`src/rtl/data_ram_param_if.sv`:
```
// data_ram_param_if: CPU-side bus of the parametrised data RAM.
// master drives requests, slave returns read data and status.
interface data_ram_param_if #(
  parameter int DATA_W = 8,
  parameter int ADDR_W = 4
) ();
  logic [ADDR_W-1:0] address;
  logic [DATA_W-1:0] acc;
  logic              mem_read;
  logic              mem_write;
  logic              clear;
  logic              par_flip;
  logic [DATA_W-1:0] data;
  logic              rd_valid;
  logic              init_busy;
  logic              parity_err;

  modport master (
    output address, acc, mem_read, mem_write, clear, par_flip,
    input  data, rd_valid, init_busy, parity_err
  );

  modport slave (
    input  address, acc, mem_read, mem_write, clear, par_flip,
    output data, rd_valid, init_busy, parity_err
  );
endinterface

```
`src/rtl/data_ram_param.sv`:
```
// data_ram_param: single-port data RAM, 1-cycle reads, init sweep FSM.
// Optional stored parity per word when DATA_RAM_PARITY_EN is defined.
module data_ram_param #(
  parameter int DATA_W     = 8,
  parameter int ADDR_W     = 4,
  parameter int INIT_COUNT = 10
) (
  input logic clk,
  input logic rst_n,
  data_ram_param_if.slave bus
);
  localparam int DEPTH = 2 ** ADDR_W;

  typedef enum logic {INIT, READY} state_t;

  state_t            state_q, state_d;
  logic [ADDR_W-1:0] ptr_q, ptr_d;
  logic              in_init;
  logic              wr_fire;
  logic              rd_fire;
  logic              fwd;
  logic              we;
  logic [ADDR_W-1:0] wa;
  logic [DATA_W-1:0] wd;
  logic [DATA_W-1:0] init_word;
  logic [DATA_W-1:0] rd_word;
  logic              perr_d;
  logic [DATA_W-1:0] data_q;
  logic              rd_valid_q;
  logic              perr_q;

  logic [DATA_W-1:0] mem [DEPTH];

  assign in_init   = (state_q == INIT);
  assign init_word = (32'(ptr_q) < 32'(INIT_COUNT))
                   ? DATA_W'(ptr_q) : '0;

  assign wr_fire = !in_init && !bus.clear && bus.mem_write;
  assign rd_fire = !in_init && !bus.clear && bus.mem_read;
  assign fwd     = wr_fire && rd_fire;

  assign we = in_init || wr_fire;
  assign wa = in_init ? ptr_q : bus.address;
  assign wd = in_init ? init_word : bus.acc;

  assign rd_word = fwd ? bus.acc : mem[bus.address];

  // Next state: sweep one word per cycle, clear restarts the sweep
  always_comb begin
    state_d = state_q;
    ptr_d   = ptr_q;
    unique case (state_q)
      INIT: begin
        ptr_d = ptr_q + ADDR_W'(1);
        if (ptr_q == ADDR_W'(DEPTH - 1)) begin
          state_d = READY;
          ptr_d   = '0;
        end
      end
      READY: begin
        if (bus.clear) begin
          state_d = INIT;
          ptr_d   = '0;
        end
      end
      default: begin
        state_d = INIT;
        ptr_d   = '0;
      end
    endcase
  end

  // State register and sweep pointer
  always_ff @(posedge clk or negedge rst_n) begin
    if (!rst_n) begin
      state_q <= INIT;
      ptr_q   <= '0;
    end else begin
      state_q <= state_d;
      ptr_q   <= ptr_d;
    end
  end

  // Storage array; contents are rebuilt by the sweep, never reset
  always_ff @(posedge clk) begin
    if (we) mem[wa] <= wd;
  end

`ifdef DATA_RAM_PARITY_EN
  logic mem_p [DEPTH];
  logic wp;

  assign wp = in_init ? ^init_word : (^bus.acc ^ bus.par_flip);

  // Parity bit array, written alongside the data word
  always_ff @(posedge clk) begin
    if (we) mem_p[wa] <= wp;
  end

  assign perr_d = !rd_fire ? 1'b0
                : fwd ? bus.par_flip
                : (mem_p[bus.address] != ^mem[bus.address]);
`else
  logic unused_par_flip;

  assign unused_par_flip = bus.par_flip;
  assign perr_d          = 1'b0;
`endif

  // Registered read port; data holds between reads
  always_ff @(posedge clk or negedge rst_n) begin
    if (!rst_n) begin
      data_q     <= '0;
      rd_valid_q <= 1'b0;
      perr_q     <= 1'b0;
    end else begin
      rd_valid_q <= rd_fire;
      perr_q     <= perr_d;
      if (rd_fire) data_q <= rd_word;
    end
  end

  assign bus.data       = data_q;
  assign bus.rd_valid   = rd_valid_q;
  assign bus.parity_err = perr_q;
  assign bus.init_busy  = in_init;
endmodule

```
`src/flat_wrapper.sv`:
```
// flat-port wrapper written by rule: the top's interface ports become plain ports
module data_ram_param_flat 
#(
  parameter int DATA_W     = 8,
  parameter int ADDR_W     = 4,
  parameter int INIT_COUNT = 10
)
  (clk, rst_n, bus_address, bus_acc, bus_mem_read, bus_mem_write, bus_clear, bus_par_flip, bus_data, bus_rd_valid, bus_init_busy, bus_parity_err);
  data_ram_param_if #(.DATA_W(DATA_W), .ADDR_W(ADDR_W)) bus_i ();
  input logic clk;
  input logic rst_n;
  input wire logic [$bits(bus_i.address)-1:0] bus_address;
  input wire logic [$bits(bus_i.acc)-1:0] bus_acc;
  input wire logic [$bits(bus_i.mem_read)-1:0] bus_mem_read;
  input wire logic [$bits(bus_i.mem_write)-1:0] bus_mem_write;
  input wire logic [$bits(bus_i.clear)-1:0] bus_clear;
  input wire logic [$bits(bus_i.par_flip)-1:0] bus_par_flip;
  output wire logic [$bits(bus_i.data)-1:0] bus_data;
  output wire logic [$bits(bus_i.rd_valid)-1:0] bus_rd_valid;
  output wire logic [$bits(bus_i.init_busy)-1:0] bus_init_busy;
  output wire logic [$bits(bus_i.parity_err)-1:0] bus_parity_err;
  assign bus_i.address = bus_address;
  assign bus_i.acc = bus_acc;
  assign bus_i.mem_read = bus_mem_read;
  assign bus_i.mem_write = bus_mem_write;
  assign bus_i.clear = bus_clear;
  assign bus_i.par_flip = bus_par_flip;
  assign bus_data = bus_i.data;
  assign bus_rd_valid = bus_i.rd_valid;
  assign bus_init_busy = bus_i.init_busy;
  assign bus_parity_err = bus_i.parity_err;
  data_ram_param #(.DATA_W(DATA_W), .ADDR_W(ADDR_W), .INIT_COUNT(INIT_COUNT)) u_core (.clk(clk), .rst_n(rst_n), .bus(bus_i));
endmodule
```
`config.mk`:
```
export PLATFORM = sky130hd
export DESIGN_NAME = data_ram_param_flat
export DESIGN_NICKNAME = d
export VERILOG_FILES = /design/src/rtl/data_ram_param_if.sv /design/src/rtl/data_ram_param.sv /design/src/flat_wrapper.sv
export SDC_FILE = /design/constraint.sdc
export NUM_CORES = 1
export LEC_CHECK = 0
export ABC_AREA = 0
export BUFFER_PORTS_ARGS = -buffer_cell sky130_fd_sc_hd__buf_2
export CORE_MARGIN = 1.5
export CORE_UTILIZATION = 55
export DETAILED_ROUTE_END_ITERATION = 16
export PLACE_DENSITY = 0.73
export SKIP_LAST_GASP = 1
export SLEW_MARGIN = 10
export SYNTH_ARGS = -nofsm -noshare
export SYNTH_HDL_FRONTEND = slang
export SYNTH_SLANG_ARGS = --single-unit
```
`constraint.sdc`:
```
create_clock -name clk -period 2.3 [get_ports clk]
set_input_delay 0.23 -clock clk [delete_from_list [all_inputs] [get_ports clk]]
set_output_delay 0.23 -clock clk [all_outputs]
set_load 0.02 [all_outputs]
```
# Yosys cells after proc, flatten, opt, wreduce, memory -nomap -nowiden
# Memory sizes are Yosys's and may differ from the RTL's. A register that Yosys moved wholly into a read port is not among the register bits.
# Index checks and enable logic that the tools add are counted.
[op_classes] reduce_logical=6 div_mod_pow=0 n_shift=0 n_mul=0 n_mux=11 eq_ne=2 n_lt_le_gt_ge=1 bitwise_logic=1 add_sub_neg=1
[op_table] operator="4-bit two-way mux" count=4
[op_table] operator="8-bit two-way mux" count=1
[op_table] operator="4-bit case mux with 2 select lines" count=1
[op_table] operator="4-bit by 1-bit adder with 4-bit output, second input constant" count=1
[op_table] operator="4-bit equality test, second input constant" count=1
[op_table] operator="4-bit less-than comparator, second input constant" count=1
[op_table] operator="1-bit two-way mux" count=4
[op_table] operator="1-bit logical AND" count=3
[op_table] operator="1-bit zero test" count=2
[op_table] operator="2-bit inequality test, second input constant" count=1
[op_table] operator="1-bit case mux with 2 select lines" count=1
[op_table] operator="1-bit logical OR" count=1
[op_table] operator="1-bit NOT" count=1
[totals] latchBits=0 ramBits=128 output_inout_bits=11 rom_bits=0 memories=1 register_bits=6 elab_cells=26
[mem_list] memory="u_core.mem" words=16 width=8 read_ports=1 rd_ports_with_merged_regs=1 write_ports=1 line_no="data_ram_param.sv:32" text="logic [DATA_W-1:0] mem [DEPTH];"

# Longest topological paths before layout
[logic_depth] depth_word=6 mapped_depth=7 depth_no_buf=5

# Worst setup path after synthesis
# No wires, ideal clock.
[synth_path] path_type="register to register" from="register u_core.state_q" to="memory u_core.mem[0][1], data pin" path_slack_ns=0.433 path_stages_with_launch=5 arrival_ns=1.537 synth_period_minus_slack_ns=1.867 path_cell_list="dfrtp_1 -> buf_2 -> inv_1 -> clkbuf_1 -> o21ai_0"
[synth_via] elab_chain_len=1
[synth_rtl] element="start: declaration" line_no="data_ram_param.sv:16" text="state_t state_q, state_d;"
[synth_rtl] element="start signal: assignment" line_no="data_ram_param.sv:79" text="state_q <= state_d;"
[synth_rtl] element="8-bit two-way mux" line_no="data_ram_param.sv:44" text="assign wd = in_init ? init_word : bus.acc;"
[synth_rtl] element="net u_core.wd[1]" line_no="data_ram_param.sv:24" text="logic [DATA_W-1:0] wd;"
[synth_rtl] element="end: declaration" line_no="data_ram_param.sv:32"
# The timed path passes the listed nets, and every way through them passes these cells.

# Worst setup path in the final report
[layout_path] from="register u_core.state_q" to="memory u_core.mem[11][0], enable pin"
[layout_via] elab_chain_len=5
[layout_rtl] element="1-bit logical AND (2 in series)" line_no="data_ram_param.sv:38" text="assign wr_fire = !in_init && !bus.clear && bus.mem_write;"
[layout_rtl] element="1-bit logical OR" line_no="data_ram_param.sv:42" text="assign we = in_init || wr_fire;"
[layout_rtl] element="1-bit two-way mux" line_no="data_ram_param.sv:86" text="if (we) mem[wa] <= wd;"
[layout_rtl] element="1-bit two-way mux (not written as such)" line_no="data_ram_param.sv:86"
# Several ways; a longest one is shown, not always the timed one.

==> results.sh <==
export IMPL_rsz0062_at_grt="no"
export IMPL_dr_pass1_iters=5
export IMPL_startpoint="u_core.state_q$_DFF_PN0_"
export IMPL_outcome="finished, final reports clean"
export IMPL_utilization_pct=66.9
export IMPL_initial_core_util_pct=56.6
export IMPL_place_congestion=0.871
export IMPL_synth_edf_count=128
export IMPL_netlist_area_um2=5820
export IMPL_vias_per_cell=6.07
export IMPL_dpl_cell_area_um2=6220
export IMPL_leakagePower_nw=2.51
export IMPL_routedWlPerCell_um=23.3
export IMPL_grt_max_degree=22
export IMPL_cts_setup_buffers=0
export IMPL_hold_violations=0
export IMPL_place_hpwl_um=7650
export IMPL_setup_viol=0
export IMPL_clock_tree_root_cell="clkbuf_8"
export IMPL_synth_seq_area_share_pct=72.0
export IMPL_relSlewSlack_pct=33.6
export IMPL_portBuffers=26
export IMPL_arrival_ns=2.26
export IMPL_fmax_ghz=0.506
export IMPL_avgSynthCellArea_um2=17.3
export IMPL_synthCells=336
export IMPL_nets=410
export IMPL_grt_usage_pct=24.8
export IMPL_crit_type="reg2reg"
export IMPL_antenna_cells=0
export IMPL_drt_wl_total_um=12600
export IMPL_r2r_end="u_core.mem[11][0]$_DFFE_PP_"
export IMPL_slew_viol_final=0
export IMPL_first_iter_violations=256
export IMPL_critPathLaunchType="flip-flop"
export IMPL_cts_tree="built"
export IMPL_crit_fanout=11
export IMPL_fin_area_um2=6880
export IMPL_clockBufferDepth=2
export IMPL_fillers=649
export IMPL_regArea_um2=4190
export IMPL_synth_distinct_cells=39
export IMPL_ioPinCount=29
export IMPL_drtAntennaViolNets=0
export IMPL_post_route_period_util_pct=85.8
export IMPL_period_needed_ns=1.97
export IMPL_cp_top_family="flip-flops"
export IMPL_postCtsHoldBufs=2
export IMPL_clk_latency_ns=0.53
export IMPL_vias=3277
export IMPL_numCtsBuffers=17
export IMPL_dp_cells=506
export IMPL_h_tree_depth=4
export IMPL_clk_pin_slew_ns=0.06
export IMPL_drc=0
export IMPL_die_h_um=106
export IMPL_drive_gt1_share_pct=29.7
export IMPL_synth_nets=355
export IMPL_dieArea_um2=11200
export IMPL_setup_tns_ns=0
export IMPL_synth_main_ff_cell="edfxtp_1"
export IMPL_synth_async_sr_flop_share_pct=9.86
export IMPL_num_rows=37
export IMPL_crit_slowest_cell="dfrtp_1"
export IMPL_yosys_warnings=0
export IMPL_cellPowerDensity_nw_per_um2=1260
export IMPL_crit_path_end="u_core.mem[11][0]$_DFFE_PP_"
export IMPL_synth_seq_cells=142
export IMPL_end_kind="flip-flop"
export IMPL_worstPathRequired_ns=2.58
export IMPL_final_cells=540
export IMPL_grt_pass1_vias=3411
export IMPL_grt_antenna_before_repair=0
export IMPL_core_area_um2=10300
export IMPL_grt_overflow_total=0
export IMPL_synthToLayoutAreaGrowth_pct=18.1
export IMPL_finalPower_mw=8.66
export IMPL_cp_num_cells=6
export IMPL_cp_num_buf_inv=2
export IMPL_multi_input_area_um2=1460
export IMPL_clock_skew_ns=0.00531
export IMPL_maxCapViolations=0
export IMPL_r2r_cells=6
export IMPL_r2r_start="u_core.state_q$_DFF_PN0_"
export IMPL_r2r_slack_ns=0.33
export IMPL_worst_pin_slew_ns=0.994
export IMPL_ctsResizeCount=0
export IMPL_clock_sinks=142
export IMPL_slowest_delay_ns=0.49
export IMPL_min_path_type="in2async"
export IMPL_critical_path_cell_chain="buf_4, nor2b_1, nor2b_1, a41oi_1, nor2_1, buf_4"
export IMPL_die_x_um=106
export IMPL_irDropWorstVdd_uv=592
export IMPL_grt_pass1_wl_um=19700
state kept, by name, summed over array words and instances, names as in the netlist:
name / cells
u_core.bus.data: 8
u_core.bus.rd_valid: 1
u_core.ptr_q: 4
u_core.state_q: 1
u_core.mem: 128
cells by family (layout without fill, tap and decap cells):
logic type / count (synthesis) / count (layout) / share of synthesized area [%]
mux: 40 / 40 / 12.2
other cells: 1 / 1 / 0.0644
simple gates: 50 / 50 / 4.00
flops: 142 / 142 / 72.0
compound gates: 68 / 68 / 8.19
xor+xnor: 1 / 1 / 0.150
buf+inv: 33 / 101 / 3.12
fa+ha+maj: 1 / 1 / 0.215
through the flow:
step           worst slack [ns]  hold slack (ns)
2_1_floorplan             0.433          -0.0656
3_3_place_gp              0.222            0.132
3_5_place_dp              0.159            0.134
4_1_cts                   0.191            0.118
5_1_grt                   0.255            0.152
6_report                  0.326            0.125
cells in the mapped netlist, types with 2 or more instances:
cell type | instances | share of area, %
edfxtp_1 | 128 | 66
nor2_1 | 27 | 1.7
mux4_2 | 21 | 8.1
a21oi_1 | 20 | 1.7
mux2i_1 | 16 | 2.8
dfrtp_1 | 14 | 6.0
a22oi_1 | 11 | 1.4
inv_1 | 11 | 0.71
a221oi_2 | 8 | 2.1
a31oi_1 | 8 | 0.86
o21ai_1 | 8 | 0.69
clkbuf_1 | 7 | 0.45
o21ai_0 | 7 | 0.60
buf_2 | 6 | 0.52
nand2_1 | 6 | 0.39
nor2b_1 | 6 | 0.64
buf_6 | 3 | 0.58
mux4_1 | 3 | 1.4
a41oi_1 | 2 | 0.30
and3_1 | 2 | 0.21
buf_4 | 2 | 0.26
nand3b_1 | 2 | 0.26
nor3_1 | 2 | 0.17
worst register-to-register path, cell delays in order, from the launching register on:
cell and delay (ns):
dfrtp_1 0.49, buf_4 0.24, nor2b_1 0.10, nor2b_1 0.14, a41oi_1 0.43, nor2_1 0.12
buf_4 0.20
cell type report:
class / instances / area share [%]
Tap cell: 136 / 2.47
Timing Repair Buffer: 57 / 5.53
Multi-Input combinational cell: 161 / 21.2
Inverter: 12 / 0.655
Clock buffer: 21 / 6.39
Clock inverter: 11 / 2.77
Sequential cell: 142 / 61.0
cell usage in the layout, fill, tap and decap left out, types with 3 or more instances in the layout:
cell type / n
edfxtp_1: 128
buf_4: 28
buf_2: 26
nor2_1: 24
mux4_2: 21
a21oi_1: 20
mux2i_1: 16
clkbuf_16: 16
dfrtp_1: 14
inv_1: 11
a22oi_1: 11
o21ai_1: 9
a221oi_2: 8
a31oi_1: 8
nor2b_1: 6
nand2_1: 6
o21ai_0: 5
bufinv_16: 5
nor2_2: 3
mux4_1: 3
clkinv_2: 3
clkbuf_1: 3
metal layers:
layer / share of wire, % / GRT usage, % / vias to the layer above
met4: 5.2 / 14.7 / 0
met3: 6.0 / 6.43 / 43
li1: - / - / 1442
met5: 0 / 0 / -
met2: 46 / 37.1 / 135
met1: 42 / 33.1 / 1657
worst min-delay path by stage:
stage / start / endpoint / cells after the start
after floorplan: rst_n / u_core.bus.data[0]$_DFFE_PN0P_ / 0
after global placement: rst_n / u_core.ptr_q[0]$_DFFE_PN0P_ / 1
after detailed placement: rst_n / u_core.ptr_q[0]$_DFFE_PN0P_ / 1
after CTS: rst_n / u_core.bus.data[7]$_DFFE_PN0P_ / 2
after global routing: rst_n / u_core.ptr_q[0]$_DFFE_PN0P_ / 2
final: rst_n / u_core.ptr_q[0]$_DFFE_PN0P_ / 2
power breakdown:
| group | internal [mW] | switching, mW |
|---|---|---|
| combinational | 0.634 | 1.21 |
| sequential | 3.70 | 0.225 |
| clock | 1.90 | 1.00 |
Note: power is estimated with default switching activity, not from simulation.
